`src/rtl/packet_stream_gen.sv`:
```
// packet_stream_gen: parametrised InBus packet source.
// Sends a programmed number of packets (fixed or LFSR-random length) with an
// incrementing-byte payload, an inter-packet gap and Ready backpressure, and
// reports each packet's length/ID when its Sop beat is accepted.
// Ports:
//   Clk, Rst            clock, synchronous active-high reset
//   start               run request, honoured only when idle
//   cfg_num_pkts        packets per run (0 = endless)
//   cfg_fixed_len_en    1 = fixed length cfg_fixed_len (0 treated as 1)
//   InBus_Ready         downstream accepts current beat
//   InBus_*             Valid/Sop/Eop/Mod/Data beat outputs
//   busy, done          run in progress / one-cycle completion pulse
//   pkt_info_*          per-packet length/ID pulse at Sop acceptance
module packet_stream_gen #(
  parameter int          DATA_WIDTH = 64,
  parameter int          LEN_MIN    = 10,
  parameter int          LEN_MAX    = 110,
  parameter int          IPG        = 2,
  parameter logic [31:0] LFSR_SEED  = 32'hACE1_0001
) (
  input  logic                            Clk,
  input  logic                            Rst,
  input  logic                            start,
  input  logic [15:0]                     cfg_num_pkts,
  input  logic                            cfg_fixed_len_en,
  input  logic [15:0]                     cfg_fixed_len,
  input  logic                            InBus_Ready,
  output logic                            InBus_DataValid,
  output logic                            InBus_DataSop,
  output logic                            InBus_DataEop,
  output logic [$clog2(DATA_WIDTH/8)-1:0] InBus_Mod,
  output logic [DATA_WIDTH-1:0]           InBus_Data,
  output logic                            busy,
  output logic                            done,
  output logic                            pkt_info_valid,
  output logic [15:0]                     pkt_info_len,
  output logic [15:0]                     pkt_info_id
);

  localparam int          BPB       = DATA_WIDTH / 8;
  localparam int          MOD_W     = $clog2(BPB);
  localparam int          LEN_RANGE = LEN_MAX - LEN_MIN + 1;
  localparam logic [31:0] LFSR_MASK = 32'h8020_0003;
  // The LEN cycle itself is one idle cycle, so GAP only supplies the rest.
  localparam int          GAP_W     = (IPG > 2) ? $clog2(IPG - 1) : 1;
  localparam int          GAP_LAST  = (IPG > 1) ? IPG - 2 : 0;

  typedef enum logic [2:0] {S_IDLE, S_LEN, S_SEND, S_GAP, S_DONE} state_t;

  state_t           state, state_n;
  logic [15:0]      num_q;
  logic             fixed_en_q;
  logic [15:0]      fixed_len_q;
  logic [31:0]      lfsr;
  logic [15:0]      pkt_id;
  logic [15:0]      len_q;
  logic [15:0]      byte_cnt;
  logic [GAP_W-1:0] gap_cnt;
  logic             xfer;
  logic             eop_hit;
  logic             last_pkt;
  logic [16:0]      lane_b;

  function automatic logic [15:0] calc_len(input logic        fixed_en,
                                           input logic [15:0] fixed_len,
                                           input logic [31:0] lfsr_v);
    logic [31:0] r;
    r = 32'(LEN_MIN) + (32'(lfsr_v[15:0]) % 32'(LEN_RANGE));
    if (fixed_en) calc_len = (fixed_len == 16'd0) ? 16'd1 : fixed_len;
    else          calc_len = r[15:0];
  endfunction

  function automatic logic [31:0] lfsr_step(input logic [31:0] v);
    lfsr_step = v[0] ? ((v >> 1) ^ LFSR_MASK) : (v >> 1);
  endfunction

  assign xfer     = InBus_DataValid && InBus_Ready;
  assign eop_hit  = ({1'b0, byte_cnt} + 17'(BPB)) >= {1'b0, len_q};
  assign last_pkt = (num_q != 16'd0) && (pkt_id == num_q - 16'd1);

  // Beat outputs are decoded straight from held state, so they stay stable
  // while Ready is low and fall to zero whenever the FSM leaves SEND.
  assign InBus_DataValid = (state == S_SEND);
  assign InBus_DataSop   = InBus_DataValid && (byte_cnt == 16'd0);
  assign InBus_DataEop   = InBus_DataValid && eop_hit;
  assign InBus_Mod       = InBus_DataEop ? len_q[MOD_W-1:0] : '0;
  assign busy            = (state == S_LEN) || (state == S_SEND) || (state == S_GAP);
  assign done            = (state == S_DONE);
  assign pkt_info_valid  = xfer && InBus_DataSop;
  assign pkt_info_len    = pkt_info_valid ? len_q : 16'd0;
  assign pkt_info_id     = pkt_info_valid ? pkt_id : 16'd0;

  always_comb begin
    InBus_Data = '0;
    lane_b     = '0;
    for (int i = 0; i < BPB; i++) begin
      lane_b = {1'b0, byte_cnt} + 17'(i);
      if (InBus_DataValid && (lane_b < {1'b0, len_q}))
        InBus_Data[8*i +: 8] = pkt_id[7:0] + lane_b[7:0];
    end
  end

  always_comb begin
    state_n = state;
    case (state)
      S_IDLE: if (start) state_n = S_LEN;
      S_LEN:  state_n = S_SEND;
      S_SEND: begin
        if (xfer && eop_hit) begin
          if (last_pkt)     state_n = S_DONE;
          else if (IPG > 1) state_n = S_GAP;
          else              state_n = S_LEN;
        end
      end
      S_GAP:  if (gap_cnt == GAP_W'(GAP_LAST)) state_n = S_LEN;
      S_DONE: state_n = S_IDLE;
      default: state_n = S_IDLE;
    endcase
  end

  always_ff @(posedge Clk) begin
    if (Rst) begin
      state       <= S_IDLE;
      num_q       <= 16'd0;
      fixed_en_q  <= 1'b0;
      fixed_len_q <= 16'd0;
      lfsr        <= LFSR_SEED;
      pkt_id      <= 16'd0;
      len_q       <= 16'd0;
      byte_cnt    <= 16'd0;
      gap_cnt     <= '0;
    end else begin
      state <= state_n;
      case (state)
        S_IDLE: begin
          if (start) begin
            num_q       <= cfg_num_pkts;
            fixed_en_q  <= cfg_fixed_len_en;
            fixed_len_q <= cfg_fixed_len;
            pkt_id      <= 16'd0;
          end
        end
        S_LEN: begin
          len_q    <= calc_len(fixed_en_q, fixed_len_q, lfsr);
          lfsr     <= lfsr_step(lfsr);
          byte_cnt <= 16'd0;
          gap_cnt  <= '0;
        end
        S_SEND: begin
          if (xfer) begin
            byte_cnt <= byte_cnt + 16'(BPB);
            if (eop_hit) pkt_id <= pkt_id + 16'd1;
          end
        end
        S_GAP: gap_cnt <= gap_cnt + GAP_W'(1);
        default: ;
      endcase
    end
  end

endmodule

```
`config.mk`:
```
export PLATFORM = sky130hd
export DESIGN_NAME = packet_stream_gen
export DESIGN_NICKNAME = d
export VERILOG_FILES = /design/src/rtl/packet_stream_gen.sv
export SDC_FILE = /design/constraint.sdc
export NUM_CORES = 1
export LEC_CHECK = 0
export CAP_MARGIN = 20
export CORE_ASPECT_RATIO = 0.75
export CORE_MARGIN = 1.5
export CORE_UTILIZATION = 30
export CTS_BUF_LIST = sky130_fd_sc_hd__clkbuf_2 sky130_fd_sc_hd__clkbuf_4 sky130_fd_sc_hd__clkbuf_8
export DETAILED_ROUTE_END_ITERATION = 16
export PLACE_DENSITY = 0.49
export SYNTH_ARGS = -nofsm -noshare
export SYNTH_HDL_FRONTEND = slang
export SYNTH_SLANG_ARGS = --single-unit
```
`constraint.sdc`:
```
create_clock -name Clk -period 24.7 [get_ports Clk]
set_clock_uncertainty 0.05 [all_clocks]
set_input_delay 3.705 -clock Clk [delete_from_list [all_inputs] [get_ports Clk]]
set_output_delay 3.705 -clock Clk [all_outputs]
set_load 0.02 [all_outputs]
```
==> metrics.yaml, run 1 <==
status:
  status: "finished, final reports clean"
setup_path:
  crit_fanout: 26
  critPathKind: "flip-flop to flip-flop"
  critPathMaxStageDelay_ps: 690
  arrival_ps: 13220
  cp-start-kind: "flip-flop"
  cp.required_ps: 24970
  end_kind: "flip-flop"
  slowest_stage: "o21ai_4"
sta:
  fin_crit_ps: 12950
  slew_viol_final: 0
  clock.fmax_mhz: 77.2
  tightest_slew_ps: 1030
  fin_crit_sh_pct: 52.4
  finalSetupViolations: 0
  hold_slack_ps: 399
  relSlewSlack_pct: 31.3
  finalSetupTns_ps: 0
  finalHoldViolations: 0
  rsz0062_at_grt: "no"
global_route:
  grt_overflow_total: 0
  grt_max_degree: 54
  antenna_found_initial: 1
  grt_use_total_pct: 19.1
  grt_pass1_vias: 13200
  grt_pass1_wl_um: 73600
finish:
  final_util_pct: 35.1
  syn_to_final_growth_pct: 14.5
  nets: 2143
  drive_gt1_share_pct: 6.85
  final_cell_mix: "nand2_1 (287), nor2_1 (206), a21oi_1 (185), clkdlybuf4s50_1 (140), dfxtp_1 (114)"
  antenna_cells: 0
  layout_commonest_cell: "nand2_1"
placement:
  globalplace.congestion: 0.908
  portBuffers: 141
  hpwl_um: 35300
power_and_ir_drop:
  finalPower_mw: 2.23
  power_density_nw_per_um2: 141
  irDropWorstVdd_mv: 0.141
  p_leak_nw: 5.82
synth:
  synth_area_sq_um: 13800
  ys.flop_type: "dfxtp_1"
  syn_inst: 1986
  synth_top_area_share_pct: 16.5
  seq_area_frac_synth_pct: 16.5
  ys_types: 119
  syn-num-nets: 2112
  synth_edf_count: 0
  yosys_warnings: 0
  yosysTopAreaCell: "dfxtp_1"
  avgSynthCellArea_sq_um: 6.95
  async_reset_ff_share_pct: 0
  synth-seq-cells: 114
  yosys-top-cells-area: "dfxtp_1 (17%), ha_1 (8.1%), nand2_1 (7.8%)"
die:
  die_h_um: 189
  fp.dieW_um: 251
  io_pins: 142
  core-area_sq_um: 45000
  dieArea_sq_um: 47300
  rows: 67
  start_util_pct: 30.7
clock_tree:
  cts_made_buffers: 17
  post-cts-setup-buffer-count: 0
  htreeDepth: 4
  tritoncts: "done"
  clock-root-buffer: "clkbuf_8"
  clk_path_buf_depth: 2
  cts.repair.resized: 0
  clock_latency_ps: 460
  cts_sinks: 114
  path_clk_slew_ps: 70
  postCtsHoldBufs: 0
detailed_routing:
  drtPass1Iterations: 5
  drt_wl_total_um: 46000
  viasPerCell: 5.51
  ant_nets: 0
  wl_per_cell_um: 17.6
  drc: 0
  dr_total_vias: 14400
  drt_iter0_drc: 1397
hold_path:
  hold_class: "flip-flop to flip-flop"
job:
  maxCapViolCount: 0
==> cell families after synthesis <==
logic type	synth area share, %
AND/OR/NAND/NOR	28.3
AO/OA/AOI/OAI	27.3
buffers and inverters	6.27
XOR/XNOR	9.95
flip-flops	16.5
adder cells (fa/ha/maj)	8.29
multiplexers	3.39
==> power breakdown <==
group | switching (mW) | total (mW) | internal (mW)
combinational | 1.12 | 1.81 | 0.690
sequential | 0.0363 | 0.247 | 0.210
clock | 0.0840 | 0.171 | 0.0873
total | 1.24 | 2.23 | 0.988
==> cell usage after synthesis, drive strengths merged (7+ instances only) <==
| cell type | instances |
|---|---|
| dfxtp | 114 |
| o21ai | 115 |
| a211o | 11 |
| mux2 | 13 |
| o221ai | 9 |
| buf | 32 |
| o21bai | 7 |
| mux2i | 31 |
| ha | 89 |
| a31oi | 16 |
| nor2 | 208 |
| or2 | 16 |
| and3 | 30 |
| xnor2 | 98 |
| a211oi | 28 |
| or3 | 18 |
| a21o | 23 |
| nand2 | 288 |
| nand2b | 24 |
| nand4 | 33 |
| nand3b | 12 |
| o211a | 7 |
| and2 | 18 |
| inv | 54 |
| clkbuf | 113 |
| xor2 | 57 |
| o22ai | 11 |
| o211ai | 28 |
| nor2b | 21 |
| a21oi | 192 |
| nor3 | 60 |
| nand3 | 53 |
| o21a | 13 |
| nor4 | 21 |
| o31ai | 8 |
| o2111ai | 10 |
==> worst max-delay path, delay by kind of cell, from the launching register on <==
family	cells	cell delay [ps]
XOR/XNOR	2	490
adder cells (fa/ha/maj)	3	810
flip-flops	1	640
multiplexers	1	270
AND/OR/NAND/NOR	10	2470
AO/OA/AOI/OAI	24	7340
buffers and inverters	5	730
==> final timing paths <==
check | startpoint | end | slack, ps | cells after the start
worst max register to register | lfsr[11] | len_q[15] | 11750 | 45
worst min register to register | lfsr[29] | lfsr[28] | 400 | 2
worst min-delay path | lfsr[29] | lfsr[28] | 400 | 2
worst max-delay path | lfsr[11] | len_q[15] | 11750 | 45
==> sequential cells by signal (all words and copies together), names as in the netlist <==
signal,count
state,3
lfsr,32
pkt_id,16
fixed_len_q,16
fixed_en_q,1
len_q,16
byte_cnt,13
num_q,16
gap_cnt,1
==> cell type report <==
class / count / area (sq um)
inverter: 58 / 218
clock inverter: 11 / 105
fill: 4767 / 29200
sequential: 114 / 2280
tap: 586 / 733
multi-input combinational: 1669 / 10700
timing repair buffer: 157 / 1530
clock buffer: 21 / 277
==> metal layers <==
| metal | vias to the layer above | GRT usage (%) | part of all wire, % |
|---|---|---|---|
| met5 | - | 0 | 0 |
| met4 | 0 | 3.52 | 0.94 |
| met3 | 29 | 2.53 | 4.9 |
| met2 | 384 | 27.4 | 41 |
| met1 | 6835 | 29.8 | 53 |
| li1 | 7154 | - | - |
==> through the flow <==
step,setup slack [ps],std cells,cell area [sq um]
finish,11750,2616,15800
global route,10640,2616,15800
CTS,11880,2615,15800
detailed placement,11930,2583,15400
global placement,12190,2583,15400
floorplan,14430,1986,13800
Power figures use the tool's default switching activity.
==> run 2: changes to the inputs <==
==> constraint.sdc (replaced) <==
create_clock -name Clk -period 13.6 [get_ports Clk]
set_clock_uncertainty 0.05 [all_clocks]
set_input_delay 2.04 -clock Clk [delete_from_list [all_inputs] [get_ports Clk]]
set_output_delay 2.04 -clock Clk [all_outputs]
set_load 0.02 [all_outputs]
==> run 2 against run 1 <==
  * Setup slack worse by 11000 ps
  * Total power rose by 81%
  * Critical path depth did not move
  * Combinational power up 82%
  * Clock power rose by 69%
  * Critical path type unchanged
  * Largest cell class unchanged
  * Largest power group unchanged
==> metrics.yaml, run 2 (synthesis gave the netlist of run 1 again) <==
status:
  status: "finished, final reports clean"  # unchanged
finish:
  syn_to_final_growth_pct: 14.5  # about the same
  nets: 2146  # was 2143
  final_util_pct: 35.1  # about the same
  antenna_cells: 0  # unchanged
  drive_gt1_share_pct: 7.03  # was 6.85%
  largest_register_ffs: 32  # unchanged
  largest_register: "lfsr"  # unchanged
  final_cell_mix: "nand2_1 (287), nor2_1 (206), a21oi_1 (185), clkdlybuf4s50_1 (140), dfxtp_1 (114)"  # unchanged
  layout_commonest_cell: "nand2_1"  # unchanged
detailed_routing:
  drt_wl_total_um: 46600  # was 46000 um
  drtPass1Iterations: 5  # unchanged
  viasPerCell: 5.51  # about the same
  dr_total_vias: 14400  # about the same
  drt_iter0_drc: 1134  # was 1397
  ant_nets: 0  # unchanged
  wl_per_cell_um: 17.8  # was 17.6 um
  drc: 0  # unchanged
clock_tree:
  clk_path_buf_depth: 2  # unchanged
  htreeDepth: 4  # unchanged
  post-cts-setup-buffer-count: 0  # unchanged
  tritoncts: "done"  # unchanged
  cts_sinks: 114  # unchanged
  cts.repair.resized: 0  # unchanged
  postCtsHoldBufs: 0  # unchanged
  clock-root-buffer: "clkbuf_8"  # unchanged
  cts_made_buffers: 17  # unchanged
  clock_latency_ps: 450  # was 460 ps
  path_clk_slew_ps: 80  # was 70 ps
die:
  dieArea_sq_um: 47300  # unchanged
  io_pins: 142  # unchanged
  start_util_pct: 30.7  # unchanged
  rows: 67  # unchanged
  fp.dieW_um: 251  # unchanged
  core-area_sq_um: 45000  # unchanged
  die_h_um: 189  # unchanged
setup_path:
  cp.required_ps: 13840  # was 24970 ps
  cp-startpoint: "lfsr[11]"  # unchanged
  critPathBufInv: 5  # unchanged
  critPathKind: "flip-flop to flip-flop"  # unchanged
  slowest_stage: "dfxtp_1"  # was o21ai_4
  critPathMaxStageDelay_ps: 650  # was 690 ps
  r2r.worst_path.cells: 45  # unchanged
  cp-start-kind: "flip-flop"  # unchanged
  r2r-end: "len_q[15]"  # unchanged
  end_kind: "flip-flop"  # unchanged
  cp.depth: 45  # unchanged
  crit_path_end: "len_q[15]"  # unchanged
  crit_fanout: 25  # was 26
  path_delay_family: "compound AO/OA/AOI/OAI gates"  # unchanged
  r2r_start: "lfsr[11]"  # unchanged
  arrival_ps: 12900  # was 13220 ps
  reg2reg_setup_slack_ps: 940  # was 11750 ps
global_route:
  antenna_found_initial: 0  # was 1
  grt_pass1_wl_um: 74900  # was 73600 um
  grt_pass1_vias: 13600  # was 13200
  grt_use_total_pct: 19.4  # was 19.1%
  grt_max_degree: 85  # was 54
  grt_overflow_total: 0  # unchanged
placement:
  globalplace.congestion: 0.897  # was 0.908
  portBuffers: 141  # unchanged
  hpwl_um: 36000  # was 35300 um
sta:
  finalHoldViolations: 0  # unchanged
  finalSetupViolations: 0  # unchanged
  relSlewSlack_pct: 27.1  # was 31.3%
  tightest_slew_ps: 1090  # was 1030 ps
  fin_crit_sh_pct: 93.1  # was 52.4%
  slew_viol_final: 0  # unchanged
  fin_crit_ps: 12660  # was 12950 ps
  clock.fmax_mhz: 79.0  # was 77.2 MHz
power_and_ir_drop:
  internal_power_mw: 1.77  # was 0.988 mW
  switching_share_pct: 56.1  # was 55.6%
  p_seq_share_pct: 11.1  # about the same
  p_leak_nw: 5.81  # was 5.82 nW
  irDropWorstVdd_mv: 0.215  # was 0.141 mV
  p_sw_mw: 2.26  # was 1.24 mW
  power_density_nw_per_um2: 255  # was 141 nW/um^2
  finalPower_mw: 4.03  # was 2.23 mW
  p_comb_share_pct: 81.7  # was 81.2%
  p_clk_share_pct: 7.2  # was 7.7%
job:
  maxCapViolCount: 0  # unchanged
hold_path:
  hold_class: "flip-flop to flip-flop"  # unchanged
run 2: cell types whose count changed in the layout (fill, tap and decap cells not counted), sizes merged:
cell      previous run  this run
buf                 17        20
clkinvlp             4         5
inv                 56        57
bufinv               1         0
clkinv               8        10
clkbuf              21        18
run 2: how the worst min path moves through the flow:
stage / from / endpoint / cells past startpoint
floorplan: len_q[13] / len_q[13] / 2
global route: lfsr[26] / lfsr[25] / 2
global placement: lfsr[18] / lfsr[17] / 2
finish: lfsr[26] / lfsr[25] / 2
CTS: lfsr[29] / lfsr[28] / 2
detailed placement: lfsr[19] / lfsr[18] / 2
run 2: routing by layer:
layer	track usage (%)	vias up	part of all wire, %
met2	28.5	318	42
met5	0	-	0
met3	2.62	44	3.9
met1	29.7	6899	53
met4	3.59	0	1.1
li1	-	7158	-
run 2: worst register-to-register path: cells and delay by family (launching register included):
kind	cells	cell delay [ps]
compound gates	25	6860
xor+xnor	2	440
fa+ha+maj	3	820
buf+inv	5	830
flops	1	650
mux	2	770
simple gates	8	2110
run 2: area by class of cell:
cell class / instances / area (sq um)
clock buffers: 18 / 248
clock inverters: 14 / 105
fillers: 4757 / 29200
inverters: 58 / 218
multi-input cells: 1669 / 10700
flip-flops and latches: 114 / 2280
well taps: 586 / 733
repair buffers: 160 / 1550
run 2: power groups by stage:
stage	clock, mW	sequential, mW	combinational (mW)
6_report	0.289	0.449	3.29
5_1_grt	0.314	0.457	3.62
4_1_cts	0.296	0.448	3.26
3_5_place_dp	0	0.456	3.24
3_3_place_gp	0	0.453	3.22
2_1_floorplan	0	0.415	2.55
run 2: metrics by stage:
stage / area [sq um] / hold slack, ps / setup TNS, ps / std cells / setup slack [ps]
floorplan: 13800 / 382 / 0 / 1986 / 3330
global placement: 15400 / 389 / 0 / 2586 / 1570
detailed placement: 15400 / 393 / 0 / 2586 / 1160
CTS: 15800 / 403 / 0 / 2618 / 1100
global route: 15800 / 419 / -0.755 / 2619 / -0.755
finish: 15800 / 396 / 0 / 2619 / 940
